### src/rtl/mem_arb_pkg.sv
// Shared encodings and constants for the memory port arbiter.
package mem_arb_pkg;

  // Arbiter FSM states.
  typedef enum logic [1:0] {
    ST_IDLE   = 2'd0,
    ST_ACCESS = 2'd1,
    ST_DONE   = 2'd2
  } state_t;

  // Which requester owns the current access.
  typedef enum logic {
    GRANT_FETCH = 1'b0,
    GRANT_DATA  = 1'b1
  } grant_t;

  // Legal range of the per-access wait length and the width of its counter.
  localparam int WAIT_MIN = 1;
  localparam int WAIT_MAX = 15;
  localparam int TIMER_W  = 4;

  // Counter preload for a given wait length. Out-of-range values are clamped
  // so a bad parameter can never wrap the 4-bit counter.
  function automatic logic [TIMER_W-1:0] wait_load_value(input int wait_cycles);
    int clamped;
    clamped = wait_cycles;
    if (clamped < WAIT_MIN) clamped = WAIT_MIN;
    if (clamped > WAIT_MAX) clamped = WAIT_MAX;
    return TIMER_W'(clamped - 1);
  endfunction

endpackage

### src/rtl/mem_port_arbiter_if.sv
// Requester and RAM-side signals of the memory port arbiter.
// The arbiter uses the slave view; requesters and the RAM model use master.
interface mem_port_arbiter_if #(
  parameter int AW = 9,
  parameter int DW = 32
);
  // fetch port
  logic          f_req;
  logic [AW-1:0] f_addr;
  logic [DW-1:0] f_rdata;
  logic          f_done;
  // data port
  logic          d_req;
  logic          d_we;
  logic [AW-1:0] d_addr;
  logic [DW-1:0] d_wdata;
  logic [DW-1:0] d_rdata;
  logic          d_done;
  // RAM side
  logic [AW-1:0] mem_addr;
  logic [DW-1:0] mem_wdata;
  logic [DW-1:0] mem_rdata;
  logic          mem_read;
  logic          mem_write;
  // status
  logic          busy;

  modport master (
    output f_req, f_addr, d_req, d_we, d_addr, d_wdata, mem_rdata,
    input  f_rdata, f_done, d_rdata, d_done,
    input  mem_addr, mem_wdata, mem_read, mem_write, busy
  );

  modport slave (
    input  f_req, f_addr, d_req, d_we, d_addr, d_wdata, mem_rdata,
    output f_rdata, f_done, d_rdata, d_done,
    output mem_addr, mem_wdata, mem_read, mem_write, busy
  );

endinterface

### src/rtl/mem_wait_timer.sv
// Loadable 4-bit down-counter that times the RAM strobe window.
// Stops at zero; zero flag is decoded from the registered count.
module mem_wait_timer
  import mem_arb_pkg::*;
(
  input  logic               Clock,
  input  logic               Reset,
  input  logic               load,
  input  logic [TIMER_W-1:0] load_value,
  input  logic               dec,
  output logic               zero
);

  logic [TIMER_W-1:0] count_reg;

  // Load has priority over decrement; the count never wraps below zero.
  always_ff @(posedge Clock or negedge Reset) begin
    if (!Reset) begin
      count_reg <= '0;
    end else if (load) begin
      count_reg <= load_value;
    end else if (dec && (count_reg != '0)) begin
      count_reg <= count_reg - 1'b1;
    end
  end

  assign zero = (count_reg == '0);

endmodule

### src/rtl/mem_port_arbiter.sv
// Shares the single-port processor RAM between instruction fetch and
// load/store. One access at a time: IDLE -> ACCESS (WAIT strobe cycles)
// -> DONE (one-cycle done pulse to the granted port) -> IDLE.
module mem_port_arbiter
  import mem_arb_pkg::*;
#(
  parameter int AW        = 9,
  parameter int DW        = 32,
  parameter int WAIT      = 2,
  parameter int PRIO_DATA = 1
) (
  input logic               Clock,
  input logic               Reset,
  mem_port_arbiter_if.slave bus
);

  localparam logic [TIMER_W-1:0] WAIT_LOAD = wait_load_value(WAIT);

  state_t        state_reg;
  state_t        state_next;
  grant_t        grant_reg;
  grant_t        last_grant_reg;
  grant_t        winner;
  logic [AW-1:0] addr_reg;
  logic          we_reg;
  logic [DW-1:0] wdata_reg;
  logic [DW-1:0] f_rdata_reg;
  logic [DW-1:0] d_rdata_reg;
  logic          any_req;
  logic          grant_now;
  logic          in_access;
  logic          timer_zero;
  logic          capture;

  // Pick the winner among the current requests; only used while IDLE.
  always_comb begin
    winner  = GRANT_FETCH;
    any_req = bus.f_req | bus.d_req;
    if (bus.d_req && !bus.f_req) begin
      winner = GRANT_DATA;
    end else if (bus.d_req && bus.f_req) begin
      // Fixed data priority, or alternate away from the last owner.
      if ((PRIO_DATA != 0) || (last_grant_reg == GRANT_FETCH)) begin
        winner = GRANT_DATA;
      end else begin
        winner = GRANT_FETCH;
      end
    end
  end

  assign grant_now = (state_reg == ST_IDLE) && any_req;
  assign in_access = (state_reg == ST_ACCESS);
  // Read data is valid on the final strobe cycle, when the timer reads zero.
  assign capture   = in_access && timer_zero && !we_reg;

  mem_wait_timer u_wait_timer (
    .Clock      (Clock),
    .Reset      (Reset),
    .load       (grant_now),
    .load_value (WAIT_LOAD),
    .dec        (in_access),
    .zero       (timer_zero)
  );

  // FSM state register.
  always_ff @(posedge Clock or negedge Reset) begin
    if (!Reset) begin
      state_reg <= ST_IDLE;
    end else begin
      state_reg <= state_next;
    end
  end

  // FSM next-state: requests are looked at only in IDLE, DONE lasts one cycle.
  always_comb begin
    state_next = state_reg;
    case (state_reg)
      ST_IDLE:   if (any_req) state_next = ST_ACCESS;
      ST_ACCESS: if (timer_zero) state_next = ST_DONE;
      ST_DONE:   state_next = ST_IDLE;
      default:   state_next = ST_IDLE;
    endcase
  end

  // Latch the winner's request at the grant edge; later input changes are ignored.
  always_ff @(posedge Clock or negedge Reset) begin
    if (!Reset) begin
      grant_reg      <= GRANT_FETCH;
      last_grant_reg <= GRANT_FETCH;
      addr_reg       <= '0;
      we_reg         <= 1'b0;
      wdata_reg      <= '0;
    end else if (grant_now) begin
      grant_reg      <= winner;
      last_grant_reg <= winner;
      if (winner == GRANT_DATA) begin
        addr_reg  <= bus.d_addr;
        we_reg    <= bus.d_we;
        wdata_reg <= bus.d_wdata;
      end else begin
        addr_reg  <= bus.f_addr;
        we_reg    <= 1'b0;
        wdata_reg <= '0;
      end
    end
  end

  // Per-port read data, updated only by that port's reads and held otherwise.
  always_ff @(posedge Clock or negedge Reset) begin
    if (!Reset) begin
      f_rdata_reg <= '0;
      d_rdata_reg <= '0;
    end else if (capture) begin
      if (grant_reg == GRANT_DATA) begin
        d_rdata_reg <= bus.mem_rdata;
      end else begin
        f_rdata_reg <= bus.mem_rdata;
      end
    end
  end

  // Outputs decode registered state only, so no request reaches a strobe combinationally.
  assign bus.mem_addr  = addr_reg;
  assign bus.mem_wdata = wdata_reg;
  assign bus.mem_read  = in_access && !we_reg;
  assign bus.mem_write = in_access && we_reg;
  assign bus.f_done    = (state_reg == ST_DONE) && (grant_reg == GRANT_FETCH);
  assign bus.d_done    = (state_reg == ST_DONE) && (grant_reg == GRANT_DATA);
  assign bus.busy      = (state_reg != ST_IDLE);
  assign bus.f_rdata   = f_rdata_reg;
  assign bus.d_rdata   = d_rdata_reg;

endmodule

### src/flat_wrapper.sv
// flat-port wrapper written by rule: the top's interface ports become plain ports
module mem_port_arbiter_flat import mem_arb_pkg::*;
#(
  parameter int AW        = 9,
  parameter int DW        = 32,
  parameter int WAIT      = 2,
  parameter int PRIO_DATA = 1
)
  (Clock, Reset, bus_f_req, bus_f_addr, bus_d_req, bus_d_we, bus_d_addr, bus_d_wdata, bus_mem_rdata, bus_f_rdata, bus_f_done, bus_d_rdata, bus_d_done, bus_mem_addr, bus_mem_wdata, bus_mem_read, bus_mem_write, bus_busy);
  mem_port_arbiter_if #(.AW(AW), .DW(DW)) bus_i ();
  input logic Clock;
  input logic Reset;
  input wire logic [$bits(bus_i.f_req)-1:0] bus_f_req;
  input wire logic [$bits(bus_i.f_addr)-1:0] bus_f_addr;
  input wire logic [$bits(bus_i.d_req)-1:0] bus_d_req;
  input wire logic [$bits(bus_i.d_we)-1:0] bus_d_we;
  input wire logic [$bits(bus_i.d_addr)-1:0] bus_d_addr;
  input wire logic [$bits(bus_i.d_wdata)-1:0] bus_d_wdata;
  input wire logic [$bits(bus_i.mem_rdata)-1:0] bus_mem_rdata;
  output wire logic [$bits(bus_i.f_rdata)-1:0] bus_f_rdata;
  output wire logic [$bits(bus_i.f_done)-1:0] bus_f_done;
  output wire logic [$bits(bus_i.d_rdata)-1:0] bus_d_rdata;
  output wire logic [$bits(bus_i.d_done)-1:0] bus_d_done;
  output wire logic [$bits(bus_i.mem_addr)-1:0] bus_mem_addr;
  output wire logic [$bits(bus_i.mem_wdata)-1:0] bus_mem_wdata;
  output wire logic [$bits(bus_i.mem_read)-1:0] bus_mem_read;
  output wire logic [$bits(bus_i.mem_write)-1:0] bus_mem_write;
  output wire logic [$bits(bus_i.busy)-1:0] bus_busy;
  assign bus_i.f_req = bus_f_req;
  assign bus_i.f_addr = bus_f_addr;
  assign bus_i.d_req = bus_d_req;
  assign bus_i.d_we = bus_d_we;
  assign bus_i.d_addr = bus_d_addr;
  assign bus_i.d_wdata = bus_d_wdata;
  assign bus_i.mem_rdata = bus_mem_rdata;
  assign bus_f_rdata = bus_i.f_rdata;
  assign bus_f_done = bus_i.f_done;
  assign bus_d_rdata = bus_i.d_rdata;
  assign bus_d_done = bus_i.d_done;
  assign bus_mem_addr = bus_i.mem_addr;
  assign bus_mem_wdata = bus_i.mem_wdata;
  assign bus_mem_read = bus_i.mem_read;
  assign bus_mem_write = bus_i.mem_write;
  assign bus_busy = bus_i.busy;
  mem_port_arbiter #(.AW(AW), .DW(DW), .WAIT(WAIT), .PRIO_DATA(PRIO_DATA)) u_core (.Clock(Clock), .Reset(Reset), .bus(bus_i));
endmodule
### config.mk
export PLATFORM = sky130hd
export DESIGN_NAME = mem_port_arbiter_flat
export DESIGN_NICKNAME = d
export VERILOG_FILES = /design/src/rtl/mem_arb_pkg.sv /design/src/rtl/mem_port_arbiter_if.sv /design/src/rtl/mem_wait_timer.sv /design/src/rtl/mem_port_arbiter.sv /design/src/flat_wrapper.sv
export SDC_FILE = /design/constraint.sdc
export NUM_CORES = 1
export LEC_CHECK = 0
export ABC_AREA = 1
export BUFFER_PORTS_ARGS = -buffer_cell sky130_fd_sc_hd__buf_2
export CAP_MARGIN = 20
export CELL_PAD_IN_SITES_DETAIL_PLACEMENT = 1
export CELL_PAD_IN_SITES_GLOBAL_PLACEMENT = 1
export CORE_MARGIN = 8
export CORE_UTILIZATION = 36
export CTS_BUF_LIST = sky130_fd_sc_hd__clkbuf_4 sky130_fd_sc_hd__clkbuf_8
export DETAILED_ROUTE_END_ITERATION = 8
export PLACE_DENSITY = 0.82
export SLEW_MARGIN = 20
export SYNTH_ARGS = -nofsm -noshare
export SYNTH_HDL_FRONTEND = slang
export SYNTH_SLANG_ARGS = --single-unit
### constraint.sdc
create_clock -name Clock -period 1.55 [get_ports Clock]
set_input_delay 0.2325 -clock Clock [delete_from_list [all_inputs] [get_ports Clock]]
set_output_delay 0.2325 -clock Clock [all_outputs]
set_load 0.02 [all_outputs]
== Word-level counts from Yosys, hierarchy flattened ==
Index checks and enable logic that the tools add are counted.

* Add/sub/neg operators: 1
* Equality and inequality tests: 4
* Mux-type cells: 10
* Bitwise logic cells: 2
* Reductions and logical operators: 20

{| class="wikitable"
|+ Operators with widths
! kind !! number
|-
| $mux 32 || 1
|-
| $logic_and 1x1->1 || 10
|-
| $mux 9 || 1
|-
| $mux 4 || 2
|-
| $reduce_and 2->1 || 3
|-
| $logic_not 4->1 || 1
|-
| $mux 2 || 2
|-
| $pmux 2 s2 || 1
|-
| $reduce_bool 2->1 || 2
|-
| $reduce_bool 4->1 || 1
|-
| $sub 4x1->4 const B || 1
|-
| $mux 1 || 3
|-
| $eq 2x1->1 const B || 1
|-
| $eq 2x2->1 const B || 1
|-
| $logic_not 1->1 || 2
|-
| $logic_not 2->1 || 1
|-
| $ne 2x1->1 const B || 1
|-
| $ne 2x2->1 const B || 1
|-
| $not 1->1 || 1
|-
| $or 1x1->1 || 1
|}

* Register bits: 113
* Input bits: 87
* Output and inout bits: 110
* Logic and storage cells: 45

== Depth between registers and ports, before layout ==
Gate-level depths: netlist of run 1.

* Depth in word-level cells: 4
* Depth in mapped cells: 8
* Gate-level depth less buffers: 7

== Cells and area by module ==
From an unflattened synthesis of run 1, not the netlist that was laid out.

* Cells, all modules: 538
* Area, all modules: 4,838.4 um^2

{| class="wikitable"
|+ Modules (own cells, without submodules)
! module !! instances !! cells an instance !! area an instance (um^2) !! seq. area each (um^2)
|-
| mem_port_arbiter || 1 || 492 || 4,543.1 || 2,727.6
|-
| mem_wait_timer || 1 || 46 || 295.3 || 100.1
|}

== Worst setup path after synthesis of run 1 ==
Ideal clock, no wire load.

* Kind: register to register
* From: register u_core.u_wait_timer.count_reg[0]
* To: register u_core.d_rdata_reg[0], in the netlist u_core.bus.d_rdata[0]
* Data arrival time: 1.275 ns
* Required time: 1.433 ns
* Path slack: 0.158 ns
* Cell stages (with the launch flop): 9
* Path buffers: 1
* Period minus slack after synthesis: 1.392 ns
* Cell sequence: dfrtp_1 > inv_1 > ha_1 > nand2_1 > nor2_1 > nand4_2 > buf_2 > nand2_1 > nand2_1

* Longest elaborated chain between the ends: 4

{| class="wikitable"
|+ RTL lines
! what !! RTL line !! source
|-
| start: declaration || mem_wait_timer.sv:14 || <nowiki>logic [TIMER_W-1:0] count_reg;</nowiki>
|-
| start signal: assignment || mem_wait_timer.sv:21 || <nowiki>count_reg <= load_value;</nowiki>
|-
| start signal: assignment || mem_wait_timer.sv:23 || <nowiki>count_reg <= count_reg - 1'b1;</nowiki>
|-
| $logic_not 4->1 || mem_wait_timer.sv:27 || <nowiki>assign zero = (count_reg == '0);</nowiki>
|-
| $logic_and 1x1->1 (2 in a row) || mem_port_arbiter.sv:54 || <nowiki>assign capture = in_access && timer_zero && !we_reg;</nowiki>
|-
| $reduce_and 2->1 (no line) || - ||
|-
| end signal: assignment || mem_port_arbiter.sv:115 || <nowiki>d_rdata_reg <= bus.mem_rdata;</nowiki>
|-
| end: declaration || mem_port_arbiter.sv:28 || <nowiki>logic [DW-1:0] d_rdata_reg;</nowiki>
|}

No other way between the ends.
A chain may end at the register's enable or synchronous reset.

== Worst setup path after layout of run 1 ==
* From: register u_core.state_reg[0]
* To: output bus_busy

* Longest elaborated chain between the ends: 1

{| class="wikitable"
|+ RTL lines
! what !! RTL line !! source
|-
| start: declaration || mem_port_arbiter.sv:19 || <nowiki>state_t state_reg;</nowiki>
|-
| start signal: assignment || mem_port_arbiter.sv:70 || <nowiki>state_reg <= state_next;</nowiki>
|-
| $reduce_bool 2->1 || mem_port_arbiter.sv:129 || <nowiki>assign bus.busy = (state_reg != ST_IDLE);</nowiki>
|-
| end: declaration || flat_wrapper.sv:28 || <nowiki>output wire logic [$bits(bus_i.busy)-1:0] bus_busy;</nowiki>
|}

No other way between the ends.

==> out/results.ini, run 1 <==
[outcome]
status=completed

[logic_synthesis]
synth_seq_area_share=0.590
yosys_warnings=0
ys_types=21
syn_inst=535
netlist_area_um2=4800
ys_seq_elements=113
syn_nets=624
syn_area_per_cell_um2=8.96

[worst_setup_path]
end_kind=output port
cp_data_arrival_time_ps=1290
worstSetupStartpointType=register
cp_max_fo=4
crit_required_ps=1320
path_class=reg -> out

[global_route]
use_met1=0.219
antenna_found_initial=0
grt_max_degree=58
grt_pass1_wl_um=26800
busiest_layer=met2
grtUsageTotal=0.190
grt_overflow_total=0
grt_pass1_vias=5246
use_met2=0.309
use_met3=0.0823

[cts]
cts_buffers=17
clock-sinks=113
ctsRootBufferMaster=clkbuf_8
clk-insertion-delay-late_ps=430
clk_path_buf_depth=2
path_clk_slew_ps=70
cts_tree=yes
cts.htree.levels=4

[timing]
tightest_slew_ps=508
period_minus_slack_ps=1530
fin_ws_ps=23.6
rsz0062_at_grt=true
hold_viol=0
min_period_over_period=0.985
holdWs_ps=32.7
fmax_mhz=655
finalSetupViolCount=0
finClkSkew_ps=10.1
slew_headroom=0.661
slew_violations=0

[routing]
drc=0
drtIter0Drc=240
wl_um=16200
routed-via-count=4619
detail-route-antenna-nets=0
wl_per_cell_um=17.5
via_per_inst=4.99
firstDrtPassIters=5

[power_and_ir_drop]
p_comb_frac=0.486
switching_share=0.464
p_seq_frac=0.338
power.net_switching_w=0.00721
clock_power_share=0.176
p_per_area_nw_per_um2=2380
vdd_drop_max_v=0.000818
p_int_w=0.00833
p_leak_nw=3.63

[finish]
final_common_cell=nand2_1
drive_gt1_frac=0.360
multiInputGateArea_um2=1700
final_cell_mix=220 x nand2_1, 190 x buf_2, 112 x dfrtp_1, 65 x nand4_1, 38 x nand3_1
fin_util=0.496
area_delta_synth_final_pct=36.0
fillers=1648
fin_nets=827
register_area_um2=2830
antenna_cells=0
fin_cells=926
postLayoutCellArea_um2=6520

[placement]
dp_hpwl_um=11700
gp_congestion=0.761
placed_cells=884
place_area_um2=5960
io_buffers=196
post-place-ws_ps=16.7

[run]
cap_violations=0

[floorplan]
fp.dieW_um=131
io_pins=197
rows=42
core_area_um2=13100
dieArea_um2=17300
die_h_um=131
start_util=0.365

[worst_hold_path]
hp-class=in -> reg

kinds of logic (layout without fill, tap and decap cells):
group | count (synthesis) | after routing | synth area share
DFF | 113 | 113 | 0.590
buffers and inverters | 60 | 275 | 0.0655
and+or+nand+nor | 335 | 335 | 0.313
AOI/OAI and AO/OA | 24 | 24 | 0.0250
xor gates and xnor gates | 1 | 1 | 0.00183
adders and majority gates | 2 | 2 | 0.00522
critical path, stage by stage, from the launching register on:
cell and delay, ps:
dfrtp_2 460, nor2_4 140, buf_6 120, inv_2 30, buf_6 120
power by group through the flow:
| stage | registers [W] | logic [W] | clock network, W |
|---|---|---|---|
| final | 0.00525 | 0.00755 | 0.00274 |
| after global routing | 0.00541 | 0.00833 | 0.00293 |
| after CTS | 0.00526 | 0.00756 | 0.00281 |
| after detailed placement | 0.00527 | 0.00732 | 0 |
| after global placement | 0.00520 | 0.00700 | 0 |
| after floorplan | 0.00676 | 0.00301 | 0 |
layout make-up:
class                      instances  area share
clock inverter                    11      0.0173
sequential                       113       0.434
multi-input combinational        362       0.261
inverter                          18      0.0104
clock buffer                      20      0.0422
tap                              176      0.0338
timing repair buffer             226       0.201
cells in the mapped netlist (all sizes together):
cell      n  area share
inv      18       0.014
nor2      7      0.0076
xor2      1      0.0018
a21oi     1      0.0010
nand3    38       0.040
nand4    67       0.090
dfrtp   113        0.59
nor3      2      0.0021
ha        2      0.0052
clkbuf    9      0.0070
nand2   221        0.17
buf      33       0.044
o21ai    23       0.024
stage by stage:
step	TNS (ps)	total power (W)
after floorplan	0	0.00977
after global placement	0	0.0122
after detailed placement	0	0.0126
after CTS	-44.6	0.0156
after global routing	-635	0.0167
final	0	0.0155
metal layers:
| layer | wire (um) | share of wire | vias to the layer above |
|---|---|---|---|
| met5 | 0 | 0 | - |
| met4 | 280 | 0.017 | 0 |
| met3 | 1570 | 0.097 | 27 |
| met2 | 7600 | 0.47 | 200 |
| met1 | 6750 | 0.42 | 2218 |
| li1 | - | - | 2174 |
what timing repair did:
action                                 4_1_cts  5_1_grt
pin swaps                                    1        1
hold buffers                                 5        0
resized for setup                           14       10
setup buffers                                4        2
endpoints found under the hold margin      117        0
setup endpoints to repair                    5       69
final timing paths:
kind / from / endpoint / slack [ps] / cells past startpoint
setup / recovery: u_core.state_reg[0] / bus_busy / 20 / 4
hold / removal: bus_d_wdata[24] / u_core.bus.mem_wdata[24] / 30 / 3
setup reg to reg: u_core.u_wait_timer.count_reg[1] / u_core.bus.f_rdata[12] / 80 / 8
hold reg to reg: u_core.bus.d_rdata[25] / u_core.bus.d_rdata[25] / 470 / 2
max in group asynchronous: Reset / u_core.bus.mem_wdata[9] / 880 / 3
min in group asynchronous: Reset / u_core.bus.d_rdata[26] / 380 / 3
Note: power is estimated with default switching activity, not from simulation.
==> run 2: changes to the inputs <==
--- a/config.mk
+++ b/config.mk
@@ -10,7 +10,6 @@
 export CAP_MARGIN = 20
 export CELL_PAD_IN_SITES_DETAIL_PLACEMENT = 1
 export CELL_PAD_IN_SITES_GLOBAL_PLACEMENT = 1
-export CORE_MARGIN = 8
 export CORE_UTILIZATION = 36
 export CTS_BUF_LIST = sky130_fd_sc_hd__clkbuf_4 sky130_fd_sc_hd__clkbuf_8
 export DETAILED_ROUTE_END_ITERATION = 8
==> constraint.sdc (replaced) <==
create_clock -name Clock -period 1.7 [get_ports Clock]
set_input_delay 0.255 -clock Clock [delete_from_list [all_inputs] [get_ports Clock]]
set_output_delay 0.255 -clock Clock [all_outputs]
set_load 0.02 [all_outputs]
==> out/results.ini, run 2 (synthesis gave the netlist of run 1 again) <==
[routing]
drtIter0Drc=217  ; -9.6%
via_per_inst=4.99  ; about the same
routed-via-count=4532  ; -1.9%
firstDrtPassIters=4  ; -1
detail-route-antenna-nets=0  ; unchanged
wl_um=14700  ; -9.2%
wl_per_cell_um=16.2  ; -7.4%
drc=0  ; unchanged

[power_and_ir_drop]
vdd_drop_max_v=0.000853  ; +4.3%
power_w=0.0139  ; -11%
p_per_area_nw_per_um2=2170  ; -8.9%
p_leak_nw=3.57  ; -1.6%

[outcome]
status=completed

[cts]
clock-sinks=113  ; unchanged
clk_path_buf_depth=2  ; unchanged
path_clk_slew_ps=70  ; about the same
cts_tree=yes
cts.htree.levels=4  ; unchanged
clk-insertion-delay-late_ps=440  ; about the same
ctsRootBufferMaster=clkbuf_8
postCtsSetupBuffers=0  ; -4
cts_buffers=17  ; unchanged

[timing]
slew_violations=0  ; unchanged
finalSetupViolCount=0  ; unchanged
tightest_slew_ps=404  ; -104 ps
rsz0062_at_grt=false
finClkSkew_ps=9.45  ; -0.655 ps
period_minus_slack_ps=1600
hold_viol=0  ; unchanged
fmax_mhz=624
min_period_over_period=0.943
slew_headroom=0.730  ; +0.0690
fin_tns_setup_ps=0  ; unchanged

[worst_setup_path]
crit_required_ps=1440  ; +120 ps
path_cells=inv_1 -> nand2_2 -> nor2_1 -> buf_2
critPathMaxStageDelay_ps=410  ; -50 ps
critPathSlowestCell=dfrtp_1
cp_max_fo=5  ; +1
cp_data_arrival_time_ps=1350  ; +60 ps
crit_path_start=u_core.state_reg[1]
path_class=reg -> out
worstSetupStartpointType=register
r2r_start=u_core.u_wait_timer.count_reg[0]
path_buf_inv=2  ; -1
end_kind=output port
crit_family=flip-flops

[finish]
drive_gt1_frac=0.345  ; -0.0149
area_delta_synth_final_pct=33.2
postLayoutCellArea_um2=6390  ; -2.0%
fin_cells=908  ; -1.9%
fillers=1585  ; -3.8%
final_common_cell=nand2_1
fin_nets=813  ; -1.7%
register_area_um2=2830  ; about the same
final_cell_mix=220 x nand2_1, 195 x buf_2, 113 x dfrtp_1, 65 x nand4_1, 38 x nand3_1
antenna_cells=0  ; unchanged
multiInputGateArea_um2=1670  ; -1.8%

[placement]
placed_cells=876  ; -0.90%
dp_hpwl_um=10300  ; -12%
io_buffers=196  ; unchanged
gp_congestion=0.780  ; +2.5%
place_area_um2=5960  ; about the same

[global_route]
grt_overflow_total=0  ; unchanged
grt_max_degree=62  ; +6.9%
grtUsageTotal=0.227  ; +0.0376
grt_pass1_vias=4874  ; -7.1%
grt_pass1_wl_um=24900  ; -7.2%
antenna_found_initial=0  ; unchanged

[floorplan]
rows=41  ; -2.4%
start_util=0.374  ; +0.00890
io_pins=197  ; unchanged
dieArea_um2=13800  ; -20%
core_area_um2=12800  ; -2.4%
fp.dieW_um=117  ; -11%
die_h_um=117  ; -11%

[worst_hold_path]
hold_path_startpoint=bus_d_wdata[24]
hp-class=in -> reg

[run]
cap_violations=0  ; unchanged

==> run 2: worst register-to-register path, cell delays in order, from the launching register on <==
cell and delay, ps:
dfrtp_1 390, inv_2 100, ha_1 200, nand2_1 110, nor2_4 130, buf_4 280, nand4_1 130, nand2_1 100
==> run 2: final timing paths <==
check / endpoint / slack (ps) / cells after the start
max: bus_mem_read / 100 / 4
min: u_core.bus.mem_wdata[24] / 50 / 3
max reg2reg: u_core.bus.d_rdata[25] / 200 / 7
min reg2reg: u_core.bus.f_rdata[31] / 470 / 2
max in group asynchronous: u_core.bus.mem_wdata[21] / 850 / 3
min in group asynchronous: u_core.bus.d_rdata[30] / 290 / 2
==> run 2: final cells by class <==
class	instances	share of cell area
Sequential cell	113	0.443
Clock inverter	10	0.0212
Timing Repair Buffer	212	0.187
Inverter	18	0.0106
Clock buffer	21	0.0433
Tap cell	172	0.0337
Multi-Input combinational cell	362	0.262
==> run 2: what timing repair did <==
item | in CTS | in global routing
gates resized for setup | 0 | 2
hold buffers | 1 | 0
endpoints found under the setup margin | 0 | 64
hold endpoints to repair | 24 | 0
==> run 2: per-layer routing <==
metal	GRT usage	vias up	share of wire
li1	-	2146	-
met1	0.270	2201	0.43
met2	0.375	159	0.48
met3	0.0768	26	0.072
met4	0.0950	0	0.022
met5	0	-	0
==> run 2: report_power, final <==
part	total, W	internal, W	switching, W
Sequential	0.00474	0.00399	0.000744
Combinational	0.00650	0.00198	0.00452
Clock	0.00263	0.00154	0.00109
==> run 2: metrics by stage <==
stage | hold WS (ps) | setup WS [ps] | util
2_1_floorplan | -40.6 | 286 | -
3_3_place_gp | 210 | 243 | 0.465
3_5_place_dp | 211 | 85.0 | 0.465
4_1_cts | 12.6 | 45.4 | 0.498
5_1_grt | 21.6 | 3.51 | 0.498
6_report | 46.8 | 96.6 | 0.498
